File: src/rtl/game_flow_controller.sv
// Game-flow sequencer: owns lives, score and the level state machine, and gates
// the ball controller through unitActive. All outputs are registered.
module game_flow_controller #(
  parameter int LIVES_INIT    = 3,
  parameter int FREEZE_FRAMES = 60,
  parameter int SCORE_W       = 8
) (
  input  logic               clk,
  input  logic               resetN,
  input  logic               startOfFrame,
  input  logic               startKey,
  input  logic               col_player_ball,
  input  logic               col_rope_ball,
  input  logic               hugeBallVisible,
  input  logic               bigBall1Visible,
  input  logic               bigBall2Visible,
  output logic               unitActive,
  output logic               playerFreeze,
  output logic [2:0]         lives,
  output logic [SCORE_W-1:0] score,
  output logic               levelWin,
  output logic               gameOver
);

  typedef enum logic [2:0] {IDLE, PLAY, HIT, CLEAR, OVER} state_t;

  state_t     state;
  logic       startPrev;
  logic       playerPrev;
  logic       ropePrev;
  logic       seenBall;
  logic [7:0] freezeCnt;

  logic startRise;
  logic playerRise;
  logic ropeRise;
  logic anyVisible;

  assign startRise  = startKey & ~startPrev;
  assign playerRise = col_player_ball & ~playerPrev;
  assign ropeRise   = col_rope_ball & ~ropePrev;
  assign anyVisible = hugeBallVisible | bigBall1Visible | bigBall2Visible;

  function automatic logic [SCORE_W-1:0] satInc(input logic [SCORE_W-1:0] v);
    return (&v) ? v : v + {{(SCORE_W-1){1'b0}}, 1'b1};
  endfunction

  always_ff @(posedge clk or negedge resetN) begin
    if (!resetN) begin
      state        <= IDLE;
      startPrev    <= 1'b0;
      playerPrev   <= 1'b0;
      ropePrev     <= 1'b0;
      seenBall     <= 1'b0;
      freezeCnt    <= 8'd0;
      unitActive   <= 1'b0;
      playerFreeze <= 1'b0;
      lives        <= 3'd0;
      score        <= '0;
      levelWin     <= 1'b0;
      gameOver     <= 1'b0;
    end else begin
      startPrev  <= startKey;
      playerPrev <= col_player_ball;
      ropePrev   <= col_rope_ball;
      case (state)
        IDLE: begin
          if (startRise) begin
            state      <= PLAY;
            unitActive <= 1'b1;
            lives      <= 3'(LIVES_INIT);
            score      <= '0;
            seenBall   <= 1'b0;
          end
        end
        PLAY: begin
          if (anyVisible) seenBall <= 1'b1;
          if (ropeRise) score <= satInc(score);
          // A player hit wins over a simultaneous level clear.
          if (playerRise) begin
            unitActive <= 1'b0;
            if (lives == 3'd1) begin
              state    <= OVER;
              lives    <= 3'd0;
              gameOver <= 1'b1;
            end else begin
              state        <= HIT;
              lives        <= lives - 3'd1;
              freezeCnt    <= 8'(FREEZE_FRAMES);
              playerFreeze <= 1'b1;
            end
          end else if (seenBall && !anyVisible) begin
            state      <= CLEAR;
            unitActive <= 1'b0;
            levelWin   <= 1'b1;
          end
        end
        HIT: begin
          if (startOfFrame) begin
            if (freezeCnt == 8'd1) begin
              state        <= PLAY;
              freezeCnt    <= 8'd0;
              playerFreeze <= 1'b0;
              unitActive   <= 1'b1;
              seenBall     <= 1'b0;
            end else begin
              freezeCnt <= freezeCnt - 8'd1;
            end
          end
        end
        CLEAR: begin
          if (startRise) begin
            state      <= PLAY;
            levelWin   <= 1'b0;
            unitActive <= 1'b1;
            seenBall   <= 1'b0;
          end
        end
        OVER: begin
          if (startRise) begin
            state    <= IDLE;
            gameOver <= 1'b0;
            score    <= '0;
          end
        end
        default: state <= IDLE;
      endcase
    end
  end

endmodule

File: config.mk
export PLATFORM = sky130hd
export DESIGN_NAME = game_flow_controller
export DESIGN_NICKNAME = d
export VERILOG_FILES = /design/src/rtl/game_flow_controller.sv
export SDC_FILE = /design/constraint.sdc
export NUM_CORES = 1
export LEC_CHECK = 0
export CAP_MARGIN = 20
export CORE_MARGIN = 3
export CORE_UTILIZATION = 61
export CTS_CLUSTER_DIAMETER = 120
export DETAILED_ROUTE_END_ITERATION = 7
export DONT_BUFFER_PORTS = 1
export MAX_ROUTING_LAYER = met4
export PLACE_DENSITY = 0.77
export SLEW_MARGIN = 20
export SYNTH_ARGS = -nofsm -noshare
export SYNTH_HDL_FRONTEND = slang
export SYNTH_SLANG_ARGS = --single-unit
export TNS_END_PERCENT = 100
File: constraint.sdc
create_clock -name clk -period 4.6 [get_ports clk]
set_input_delay 0.46 -clock clk [delete_from_list [all_inputs] [get_ports clk]]
set_output_delay 0.46 -clock clk [all_outputs]
set_load 0.03 [all_outputs]
# After elaboration in Yosys (flattened, before gate mapping)
# Index checks and enable logic that the tools add are counted.
classes:
  add_sub_neg: 3
  n_mul: 0
  n_div: 0
  magnitude_cmp: 0
  n_eq_ne: 22
  shifts: 0
  mux: 41
  bitwise: 8
  n_reduce_logical: 21
ops:
  columns: ["cell", "n"]
  rows:
  - ["8-bit 2-to-1 mux", 7]
  - ["8-bit one-hot mux with 2 select lines", 2]
  - ["3-bit 2-to-1 mux", 10]
  - ["2-bit inequality test, second input constant", 13]
  - ["5-bit AND reduction", 4]
  - ["4-bit AND reduction", 4]
  - ["1-bit 2-to-1 mux", 15]
  - ["3-bit one-hot mux with 4 select lines", 1]
  - ["2-bit nonzero test", 5]
  - ["8-bit by 1-bit adder with 8-bit output, second input constant", 1]
  - ["8-bit by 1-bit == test with 1-bit output, second input constant", 1]
  - ["8-bit AND reduction", 1]
  - ["8-bit by 1-bit subtractor with 8-bit output, second input constant", 1]
  - ["3-bit by 1-bit == test with 1-bit output, second input constant", 2]
  - ["3-bit by 2-bit == test with 1-bit output, second input constant", 2]
  - ["1-bit one-hot mux with 2 select lines", 3]
  - ["1-bit one-hot mux with 3 select lines", 2]
  - ["3-bit one-hot mux with 2 select lines", 1]
  - ["2-bit by 1-bit inequality test with 1-bit output, second input constant", 2]
  - ["2-bit OR reduction", 2]
  - ["1-bit AND", 3]
  - ["3-bit == test, second input constant", 1]
  - ["3-bit logical NOT", 1]
  - ["3-bit inequality test, second input constant", 1]
  - ["7 further kinds", 10]
word_totals:
  regBits: 30
  latchBits: 0
  mem_bits_rw: 0
  mem_bits_ro: 0
  inputBits: 9
  output_inout_bits: 15
  n_memories: 0

# Logic depth before layout (Yosys ltp)
depth:
  ltp_word: 7
  mapped_depth: 7

# Worst setup path after synthesis
# OpenSTA, ideal clock, no wires.
synth_path:
  kind: "reg-to-reg"
  from: "register freezeCnt[1]"
  to: "register unitActive"
  arrival_ns: 1.698
  setup_slack_ns: 2.776
  path_stages_with_launch: 7
  synth_period_minus_slack_ns: 1.824
  cell_sequence: "dfrtp_1 -> inv_1 -> ha_1 -> nor4b_4 -> a31oi_1 -> or3_1 -> a221o_1"
synth_between:
  elab_chain_cells: 3
synth_lines:
  columns: ["item", "line_no", "source"]
  rows:
  - ["start: declaration", "32", "logic [7:0] freezeCnt;"]
  - ["start signal: assignment", "89", "freezeCnt <= 8'(FREEZE_FRAMES);"]
  - ["start signal: assignment", "107", "freezeCnt <= freezeCnt - 8'd1;"]
  - ["8-bit by 1-bit == test with 1-bit output", "100", "if (freezeCnt == 8'd1) begin"]
  - ["2-bit inequality test (no source line)", null, null]
  - ["5-bit AND reduction (no source line)", null, null]
  - ["end signal: assignment", "94", "unitActive <= 1'b0;"]
  - ["end signal: assignment", "104", "unitActive <= 1'b1;"]
  - ["end signal: assignment", "115", "unitActive <= 1'b1;"]
  - ["end: declaration", "17", "output logic unitActive,"]
# No other way between the ends.
# A chain may end at the register's enable or synchronous reset.

# Worst setup path in the final report
layout_path:
  from: "register lives[1]"
  to: "register freezeCnt[7]"
layout_between:
  elab_chain_cells: 3
layout_lines:
  columns: ["item", "line_no", "source"]
  rows:
  - ["start: declaration", "19", "output logic [2:0] lives,"]
  - ["start signal: assignment", "71", "lives <= 3'(LIVES_INIT);"]
  - ["start signal: assignment", "88", "lives <= lives - 3'd1;"]
  - ["3-bit by 1-bit == test with 1-bit output", "82", "if (lives == 3'd1) begin"]
  - ["2-bit inequality test (no source line)", null, null]
  - ["4-bit AND reduction (no source line)", null, null]
# No other way between the ends.

==> results.py <==
metrics = {
    "run_status": {
        "run_status": "finished, final reports clean",
    },
    "timing": {
        "hold_viol": 0,
        "hold_slack_ns": 0.140,
        "finalCriticalPeriod_ns": 2.18,
        "tightest_slew_ns": 0.607,
        "max_slew_margin_pct": 59.1,
        "post-route-period-util_pct": 47.3,
        "setup_viol": 0,
        "clock_skew_ns": 0.00916,
        "final.setup.tns_ns": 0,
        "max_freq_mhz": 460,
        "rsz0062_at_grt": "false",
        "report.final.slew_viol_count": 0,
    },
    "global_routing": {
        "antenna_found_initial": 0,
        "grt_start_max_net_pins": 31,
        "grt_pass1_wl_um": 6270,
        "gr-usage-all-layers_pct": 25.2,
        "grt_pass1_vias": 1426,
        "grt_overflow": 0,
    },
    "detailed_routing": {
        "wl_per_cell_um": 18.3,
        "via_per_inst": 6.78,
        "drc": 0,
        "dr.first_iter.drc_count": 73,
        "postRouteAntennaNets": 0,
        "totalWireLength_um": 3870,
        "drt_first_pass_iters": 4,
        "num_vias": 1437,
    },
    "worst_setup_path": {
        "worstPathArrival_ns": 2.43,
        "crit_chain": "inv_1 > ha_1 > nand2b_1 > a32oi_1 > buf_2 > or3_1 > a21oi_1",
        "worstSetupEndpointType": "flop",
        "critical_path.top_delay_family": "flip-flops",
        "critPathRequiredTime_ns": 4.86,
        "crit_buf_inv": 2,
        "crit_path_top_delay_cell": "dfrtp_1",
        "startpoint_type": "flop",
        "crit_fanout": 9,
        "critPathKind": "reg2reg",
        "cpPeakStageDelay_ns": 0.54,
    },
    "synth": {
        "synth-seq-cells": 30,
        "synth_area_leaders": "dfrtp_1 (45%), ha_1 (3.7%), nand2_1 (3.3%), o21ai_0 (3.3%), a31oi_1 (3.0%)",
        "synth_top_family_by_area": "simple AND/OR/NAND/NOR gates",
        "yosysSeqAreaShare_pct": 44.5,
        "yosys_warnings": 0,
        "synthAdderAreaFrac_pct": 3.71,
        "synth_area_per_cell_um2": 9.64,
        "synth_top_area_share_pct": 44.5,
        "synth_mux_area_share_pct": 0,
        "netlist_instances": 175,
        "synthArstFlopShare_pct": 100,
        "synth-compound-area-share_pct": 22.8,
        "synth_cell_types": 52,
        "synth-simple-area-share_pct": 25.5,
        "syn-num-nets": 189,
        "synth_ff_type": "dfrtp_1",
        "synth_edf_count": 0,
        "synthXorXnorAreaFrac_pct": 0.519,
        "yosys.area.top_type": "dfrtp_1",
        "netlist_area_mm2": 0.00169,
    },
    "clock_network": {
        "cts_sinks": 30,
        "cts_buffers": 5,
        "clockRootBuffer": "clkbuf_4",
        "clock_latency_ns": 0.34,
        "htreeDepth": 2,
        "post_cts_resized": 0,
        "clkTransAtPathRegs_ns": 0.10,
        "cts_tree": "done",
        "cts_setup_buffers": 0,
        "cts_buffer_depth": 2,
    },
    "floorplan": {
        "fp.coreArea_mm2": 0.00254,
        "die_h_um": 58.6,
        "core.rowCount": 18,
        "die_x_um": 58.6,
        "die-area_mm2": 0.00343,
        "initial_core_util_pct": 66.3,
        "pin_count": 24,
    },
    "layout": {
        "antenna_cells": 0,
        "drive_gt1_share_pct": 11.0,
        "final_area_mm2": 0.00180,
        "instances_no_fill": 212,
        "fin_nets": 195,
        "syn2layout_area_growth_pct": 6.68,
    },
    "power": {
        "comb_power_share_pct": 33.9,
        "seq_power_share_pct": 50.1,
        "switching_share_pct": 46.4,
        "clock_power_share_pct": 15.9,
        "p_int_uw": 564,
        "power_density_mw_per_mm2": 584,
        "p_leak_nw": 0.725,
        "p_sw_uw": 488,
        "ir_drop_v": 0.000432,
        "power_mw": 1.05,
    },
    "place": {
        "place.gp.congestion": 0.852,
        "postPlaceCellArea_mm2": 0.00170,
        "placed_cells": 201,
        "post-dp-hpwl_um": 2620,
        "numPortBuffers": 0,
    },
    "run": {
        "drv_cap": 0,
    },
    "worst_hold_path": {
        "min_path_type": "in2reg",
    },
}
-- through the flow --
| step | worst slack, ns | utilization (%) |
|---|---|---|
| after global routing | 2.27 | 70.7 |
| after CTS | 2.20 | 70.5 |
| final | 2.42 | 70.7 |
| after detailed placement | 2.25 | 67.0 |
| after floorplan | 2.78 | - |
| after global placement | 2.42 | 67.0 |
-- registers in the layout, summed over array words and instances (netlist names) --
signal,flops
state,3
playerFreeze,1
unitActive,1
gameOver,1
seenBall,1
levelWin,1
startPrev,1
ropePrev,1
lives,3
playerPrev,1
score,8
freezeCnt,8
-- cell type report --
| cell class | instances | area [um2] |
|---|---|---|
| Clock buffer | 7 | 55.1 |
| Multi-Input combinational cell | 133 | 886 |
| Fill cell | 198 | 746 |
| Inverter | 8 | 30.0 |
| Tap cell | 30 | 37.5 |
| Sequential cell | 30 | 751 |
| Clock inverter | 1 | 5.00 |
| Timing Repair Buffer | 3 | 35.0 |
-- cell usage after synthesis (4+ instances only) --
library cell	instances
nand2_1	15
nand2b_1	5
ha_1	5
a21oi_1	9
dfrtp_1	30
or3_1	4
a31oi_1	8
o21ai_0	11
nand3_1	7
nor2b_1	5
inv_1	8
nor2_1	10
-- repair_timing --
action / CTS / global route
endpoints found under the setup margin: 0 / 0
endpoints found under the hold margin: 30 / 0
hold buffers: 2 / 0
-- cell usage in the layout, fill, tap and decap left out, drive strengths merged, types with 2 or more instances in the layout --
| cell | synthesis | layout |
|---|---|---|
| clkbuf | 2 | 7 |
| o32ai | 2 | 2 |
| or3b | 2 | 2 |
| o31ai | 3 | 3 |
| nand3b | 2 | 2 |
| nor2 | 10 | 10 |
| nor2b | 5 | 5 |
| nand2 | 15 | 15 |
| a21boi | 3 | 3 |
| buf | 2 | 2 |
| ha | 5 | 5 |
| a31oi | 8 | 8 |
| a21oi | 9 | 9 |
| a211oi | 2 | 2 |
| inv | 8 | 8 |
| nand3 | 7 | 7 |
| o21ai | 13 | 13 |
| or3 | 4 | 4 |
| nor4b | 3 | 3 |
| nand4 | 3 | 3 |
| nor4 | 2 | 2 |
| dfrtp | 30 | 30 |
| or4 | 3 | 3 |
| nor3b | 2 | 2 |
| nor3 | 4 | 4 |
| and2b | 3 | 3 |
| nand2b | 5 | 5 |
| o22ai | 2 | 2 |
-- worst paths after layout --
kind | from | to | slack (ns) | depth (start not counted)
setup / recovery | lives[1] | freezeCnt[7] | 2.42 | 7
hold / removal | col_rope_ball | ropePrev | 0.14 | 0
setup reg to reg | lives[1] | freezeCnt[7] | 2.42 | 7
hold reg to reg | freezeCnt[1] | freezeCnt[1] | 0.57 | 2
max in group asynchronous | resetN | startPrev | 3.87 | 2
min in group asynchronous | resetN | freezeCnt[5] | 0.56 | 2
-- logic make-up after synthesis --
kind of cell               after synthesis
buffers and inverters                   12
AOI/OAI and AO/OA                       56
and+or+nand+nor                         71
DFF                                     30
adders and majority gates                5
xor gates and xnor gates                 1
-- per-layer routing --
layer	GRT usage (%)	vias up	share of wire [%]
met1	27.8	699	41
met4	12.3	0	1.9
met5	-	-	0
met3	8.11	11	5.6
met2	41.0	52	51
li1	-	675	-
-- worst register-to-register path, cell delays in order, from the launching register on --
cell and delay (ns):
dfrtp_1 0.54, inv_1 0.11, ha_1 0.23, nand2b_1 0.17, a32oi_1 0.27, buf_2 0.27, or3_1 0.36, a21oi_1 0.15
-- power groups by stage --
stage	Clock, mW	Combinational, mW	Sequential, mW
6_report	0.168	0.357	0.527
5_1_grt	0.180	0.398	0.543
4_1_cts	0.171	0.352	0.526
3_5_place_dp	0	0.336	0.531
3_3_place_gp	0	0.316	0.526
2_1_floorplan	0	0.297	0.487
(Power assumes the default switching activity.)
